$ cat config.mk
export PLATFORM = sky130hd
export DESIGN_NAME = branch_target_buffer
export DESIGN_NICKNAME = d
export VERILOG_FILES = /design/src/rtl/branch_target_buffer.sv
export SDC_FILE = /design/constraint.sdc
export NUM_CORES = 1
export LEC_CHECK = 0
export CAP_MARGIN = 5
export CORE_ASPECT_RATIO = 0.9
export CORE_MARGIN = 2
export CORE_UTILIZATION = 50
export CTS_CLUSTER_SIZE = 16
export DETAILED_ROUTE_END_ITERATION = 10
export GPL_ROUTABILITY_DRIVEN = 0
export PLACE_DENSITY_LB_ADDON = 0.3
export SETUP_SLACK_MARGIN = 0.5
export SYNTH_ARGS = -nofsm -noshare
export SYNTH_HDL_FRONTEND = slang
export SYNTH_HIERARCHICAL = 1
export SYNTH_SLANG_ARGS = --single-unit
$ cat constraint.sdc
create_clock -name CLK -period 5.9 [get_ports CLK]
set_input_delay 1.77 -clock CLK [delete_from_list [all_inputs] [get_ports CLK]]
set_output_delay 1.77 -clock CLK [all_outputs]
set_load 0.05 [all_outputs]
$ cat src/rtl/branch_target_buffer.sv
// branch_target_buffer
//   Direct-mapped BTB with 2-bit saturating direction counters.
//   Fetch side : fetch_pc -> pred_taken / pred_target / pred_index (combinational).
//   Mem side   : upd_* (resolved branch) trains the table on posedge CLK and
//                drives mispredict / correct_pc combinationally.
//   Stats      : hit_count (lookup hits per cycle), miss_count (mispredicts).
//   Reset      : nRST, asynchronous active-low.

// One table entry: valid, tag, target, 2-bit direction counter.
module btb_entry #(
  parameter int TAG_W  = 28,
  parameter int WORD_W = 32
) (
  input  logic              clk,
  input  logic              rst_n,
  input  logic              wr_en,
  input  logic              wr_taken,
  input  logic [TAG_W-1:0]  wr_tag,
  input  logic [WORD_W-1:0] wr_target,
  output logic              valid,
  output logic [TAG_W-1:0]  tag,
  output logic [WORD_W-1:0] target,
  output logic [1:0]        cnt
);
  always_ff @(posedge clk or negedge rst_n) begin
    if (!rst_n) begin
      valid  <= 1'b0;
      tag    <= '0;
      target <= '0;
      cnt    <= 2'b01;
    end else if (wr_en) begin
      if (valid && tag == wr_tag) begin
        if (wr_taken) begin
          target <= wr_target;
          if (cnt != 2'b11) cnt <= cnt + 2'd1;
        end else if (cnt != 2'b00) begin
          cnt <= cnt - 2'd1;
        end
      end else if (wr_taken) begin
        // Allocate/replace; a not-taken miss leaves the entry alone.
        valid  <= 1'b1;
        tag    <= wr_tag;
        target <= wr_target;
        cnt    <= 2'b10;
      end
    end
  end
endmodule

module branch_target_buffer #(
  parameter int IDX_W  = 2,
  parameter int WORD_W = 32
) (
  input  logic              CLK,
  input  logic              nRST,
  input  logic [WORD_W-1:0] fetch_pc,
  output logic              pred_taken,
  output logic [WORD_W-1:0] pred_target,
  output logic [IDX_W-1:0]  pred_index,
  input  logic              upd_valid,
  input  logic [WORD_W-1:0] upd_pc,
  input  logic [IDX_W-1:0]  upd_index,
  input  logic              upd_taken,
  input  logic [WORD_W-1:0] upd_target,
  input  logic              upd_pred_taken,
  input  logic [WORD_W-1:0] upd_pred_target,
  output logic              mispredict,
  output logic [WORD_W-1:0] correct_pc,
  output logic [31:0]       hit_count,
  output logic [31:0]       miss_count
);
  localparam int ENTRIES = 1 << IDX_W;
  localparam int TAG_W   = WORD_W - IDX_W - 2;

  logic [ENTRIES-1:0]             valid_q;
  logic [ENTRIES-1:0][TAG_W-1:0]  tag_q;
  logic [ENTRIES-1:0][WORD_W-1:0] tgt_q;
  logic [ENTRIES-1:0][1:0]        cnt_q;

  // Write address is the pipe-carried index, not upd_pc's index bits; only
  // the tag comes from upd_pc.
  genvar g;
  generate
    for (g = 0; g < ENTRIES; g++) begin : g_entry
      btb_entry #(.TAG_W(TAG_W), .WORD_W(WORD_W)) u_entry (
        .clk       (CLK),
        .rst_n     (nRST),
        .wr_en     (upd_valid && upd_index == IDX_W'(g)),
        .wr_taken  (upd_taken),
        .wr_tag    (upd_pc[WORD_W-1:IDX_W+2]),
        .wr_target (upd_target),
        .valid     (valid_q[g]),
        .tag       (tag_q[g]),
        .target    (tgt_q[g]),
        .cnt       (cnt_q[g])
      );
    end
  endgenerate

  // Lookup sees registered contents, so a same-cycle update shows next cycle.
  logic hit;
  assign pred_index  = fetch_pc[IDX_W+1:2];
  assign hit         = valid_q[pred_index] &&
                       tag_q[pred_index] == fetch_pc[WORD_W-1:IDX_W+2];
  assign pred_taken  = hit && cnt_q[pred_index][1];
  assign pred_target = hit ? tgt_q[pred_index] : '0;

  logic unused_fetch_lsb;
  assign unused_fetch_lsb = ^fetch_pc[1:0];

  // Target only matters when the branch was actually taken.
  assign mispredict = nRST && upd_valid &&
                      ((upd_taken != upd_pred_taken) ||
                       (upd_taken && upd_target != upd_pred_target));
  assign correct_pc = upd_taken ? upd_target : upd_pc + WORD_W'(4);

  always_ff @(posedge CLK or negedge nRST) begin
    if (!nRST) begin
      hit_count  <= '0;
      miss_count <= '0;
    end else begin
      if (hit)        hit_count  <= hit_count + 32'd1;
      if (mispredict) miss_count <= miss_count + 32'd1;
    end
  end
endmodule

==> impl_metrics.json <==
{
  "async_flop_share": 1.00,
  "start_util": 0.507,
  "cts_buffers": 37,
  "drv_cap": 0,
  "drv_slew": 0,
  "clockBufferDepth": 3,
  "nets": 1978,
  "muxShareOfSynthArea": 0.251,
  "hold_buffers": 0,
  "drt-pass1-iter-count": 8,
  "io_pins": 267,
  "numPortBuffers": 264,
  "setup_ws_ns": -0.0807,
  "synth-edff-count": 0,
  "clk_pin_slew_ns": 0.06,
  "worst-setup-path-type": "in2out",
  "synthCells": 1406,
  "grt-ovfl-total": 0,
  "drc": 0,
  "pre_cts_ws_ns": -0.121,
  "grt_first_pass_wirelength_um": 84100,
  "cpLargestDelayFamily": "buffers and inverters",
  "grt_pass1_vias": 13910,
  "drtIter0Drc": 1416,
  "setup_violations": 33,
  "ys_seq_area_frac": 0.445,
  "fp.dieW_um": 203,
  "hold_violations": 0,
  "fin_skew_ns": 0.0165,
  "synth_xor_area_frac": 0.125,
  "final_cell_mix": "dfrtp_1 (312), xnor2_1 (167), mux2_2 (164)",
  "clk_latency_ns": 0.53,
  "cp_num_buf_inv": 7,
  "max_freq_ghz": 0.167,
  "cp-end-kind": "output port",
  "path_cells": "buf_12, buf_12, buf_16, mux4_2, xnor2_2, nand4_1, nor4_4, buf_6, buf_6, buf_12, and3_4, buf_12",
  "violations": "setup timing",
  "synth_compound_area_frac": 0.0221,
  "worstSetupStartpointType": "input pin",
  "synth_nets": 1544,
  "mostFrequentLayoutCell": "dfrtp_1",
  "die_h_um": 183,
  "tightest_slew_ns": 1.24,
  "ys_seq_elements": 316,
  "grt_max_degree": 167,
  "hpwl_um": 38300,
  "ys.flop_type": "dfrtp_1",
  "vdd_drop_max_mv": 0.226,
  "critPathMaxStageDelay_ns": 0.58,
  "slew-limit-headroom": 0.174,
  "avgViaCountPerCell": 5.89,
  "slowest_stage": "mux4_2",
  "synth.avg_cell_area_um2": 12.6,
  "synth.cell_area_um2": 17800,
  "ys_types": 46,
  "grt_use_total": 0.299,
  "status": "finished with violations",
  "core_um2": 35100,
  "ant_nets": 0,
  "worstPathArrival_ns": 4.21,
  "drt_wl_total_um": 56900,
  "hold_path.class": "reg2reg",
  "dieArea_um2": 37100,
  "rows": 65,
  "fin_crit_sh": 1.01,
  "required_ns": 4.13,
  "drive_above_1_share": 0.422,
  "antenna_found_initial": 2,
  "area_delta_synth_final_pct": 41.5,
  "num_vias": 13760,
  "cts_sinks": 316,
  "h-tree-depth": 2,
  "p_leak_uw": 0.0106,
  "tritoncts": "done",
  "yosys.area_share.simple": 0.133,
  "cp_max_fo": 9,
  "rsz0062_at_grt": "yes",
  "fillers": 2329,
  "pwr_density_cell_nw_per_um2": 287,
  "total_power_uw": 7210,
  "routedWlPerCell_um": 24.4,
  "clock-root-buffer": "clkbuf_16",
  "crit_top_cell": "buf_12",
  "min_period_ns": 5.98,
  "synth_warnings": 6,
  "synth-adder-area-share": 0.00211,
  "synth_top_family_by_area": "multiplexers"
}
layer usage:
metal / vias up / wire length [um] / global-route usage
li1: 5988 / - / -
met1: 7011 / 23400 / 0.410
met2: 609 / 27200 / 0.478
met3: 152 / 3980 / 0.0549
met4: 0 / 2260 / 0.112
met5: - / 0 / 0
worst paths after layout:
check / start / end / slack (ns) / depth (start not counted)
setup / recovery: fetch_pc[2] / pred_target[29] / -0.08 / 12
hold / removal: miss_count[31] / miss_count[31] / 0.48 / 1
setup reg to reg: g_entry[2].u_entry/tag[18] / hit_count[20] / 1.19 / 29
hold reg to reg: miss_count[31] / miss_count[31] / 0.48 / 1
max in group asynchronous: nRST / g_entry[1].u_entry/tag[4] / 2.81 / 3
min in group asynchronous: nRST / g_entry[0].u_entry/target[0] / 1.51 / 2
sequential cells by signal (all words and copies together) (netlist names):
signal                  count
g_entry.u_entry/target    128
g_entry.u_entry/tag       112
hit_count                  32
miss_count                 32
g_entry.u_entry/cnt         8
g_entry.u_entry/valid       4
where the power goes:
| part | total, uW | internal [uW] | switching (uW) |
|---|---|---|---|
| clock | 2270 | 1370 | 902 |
| combinational | 2080 | 1120 | 962 |
| sequential | 2860 | 2550 | 307 |
| total | 7210 | 5040 | 2170 |
synth_stat cells (2+ instances only):
library cell,n,share of area
dfstp_2,4,0.0059
nor3_1,10,0.0028
nor4_1,12,0.0042
nand4_2,2,0.0014
buf_6,10,0.0063
o211ai_1,5,0.0021
o21ai_0,37,0.010
nor3_2,7,0.0039
mux2_4,80,0.068
clkbuf_1,38,0.0080
nor4_4,7,0.0084
a21oi_1,12,0.0034
nor4_2,6,0.0042
nand4_1,77,0.027
nor4b_1,4,0.0020
buf_4,2,0.00084
mux4_2,62,0.079
nor3b_1,2,0.00084
or3_1,3,0.0011
inv_1,20,0.0042
and2_1,3,0.0011
ha_1,3,0.0021
xnor2_1,191,0.094
nand3_1,51,0.014
nand2b_1,32,0.011
nand2_1,75,0.016
and3_1,53,0.019
a31oi_4,4,0.0048
nor2_1,36,0.0076
xor2_1,54,0.027
xnor2_2,5,0.0046
o22ai_1,4,0.0014
and4_1,8,0.0039
dfrtp_1,312,0.44
mux2_2,164,0.10
final cells by class:
class	instances	area, um^2	share of cell area
tap	469	587	0.0233
clock inverter	10	133	0.00527
inverter	20	75.1	0.00299
multi-input combinational	1016	10400	0.413
clock buffer	52	1050	0.0418
antenna	3	7.51	0.000299
timing repair buffer	449	5000	0.199
sequential	316	7910	0.315
stage by stage:
step	instances	cell area [um^2]	setup TNS (ns)	hold slack, ns	utilization
floorplan	1406	18100	0	0.473	-
global placement	2203	22500	-1.98	0.461	0.642
detailed placement	2203	22500	-2.72	0.467	0.642
CTS	2316	24600	0	0.479	0.701
global route	2334	25100	-3.09	0.502	0.717
finish	2335	25100	-1.68	0.478	0.717
timing repair:
item,4_1_cts,5_1_grt
gates cloned,5,3
endpoints found under the setup margin,56,57
buffers inserted,46,13
resized for setup,176,111
pin swaps,39,47
cell families (layout without fill, tap and decap cells):
family                   after synthesis  after routing
multiplexers                         307            307
XOR/XNOR                             250            250
AND/OR/NAND/NOR                      394            394
flip-flops                           316            316
buffers and inverters                 74            531
adder cells (fa/ha/maj)                3              3
AO/OA/AOI/OAI                         62             62
other                                  0              3
(Power assumes the default switching activity.)
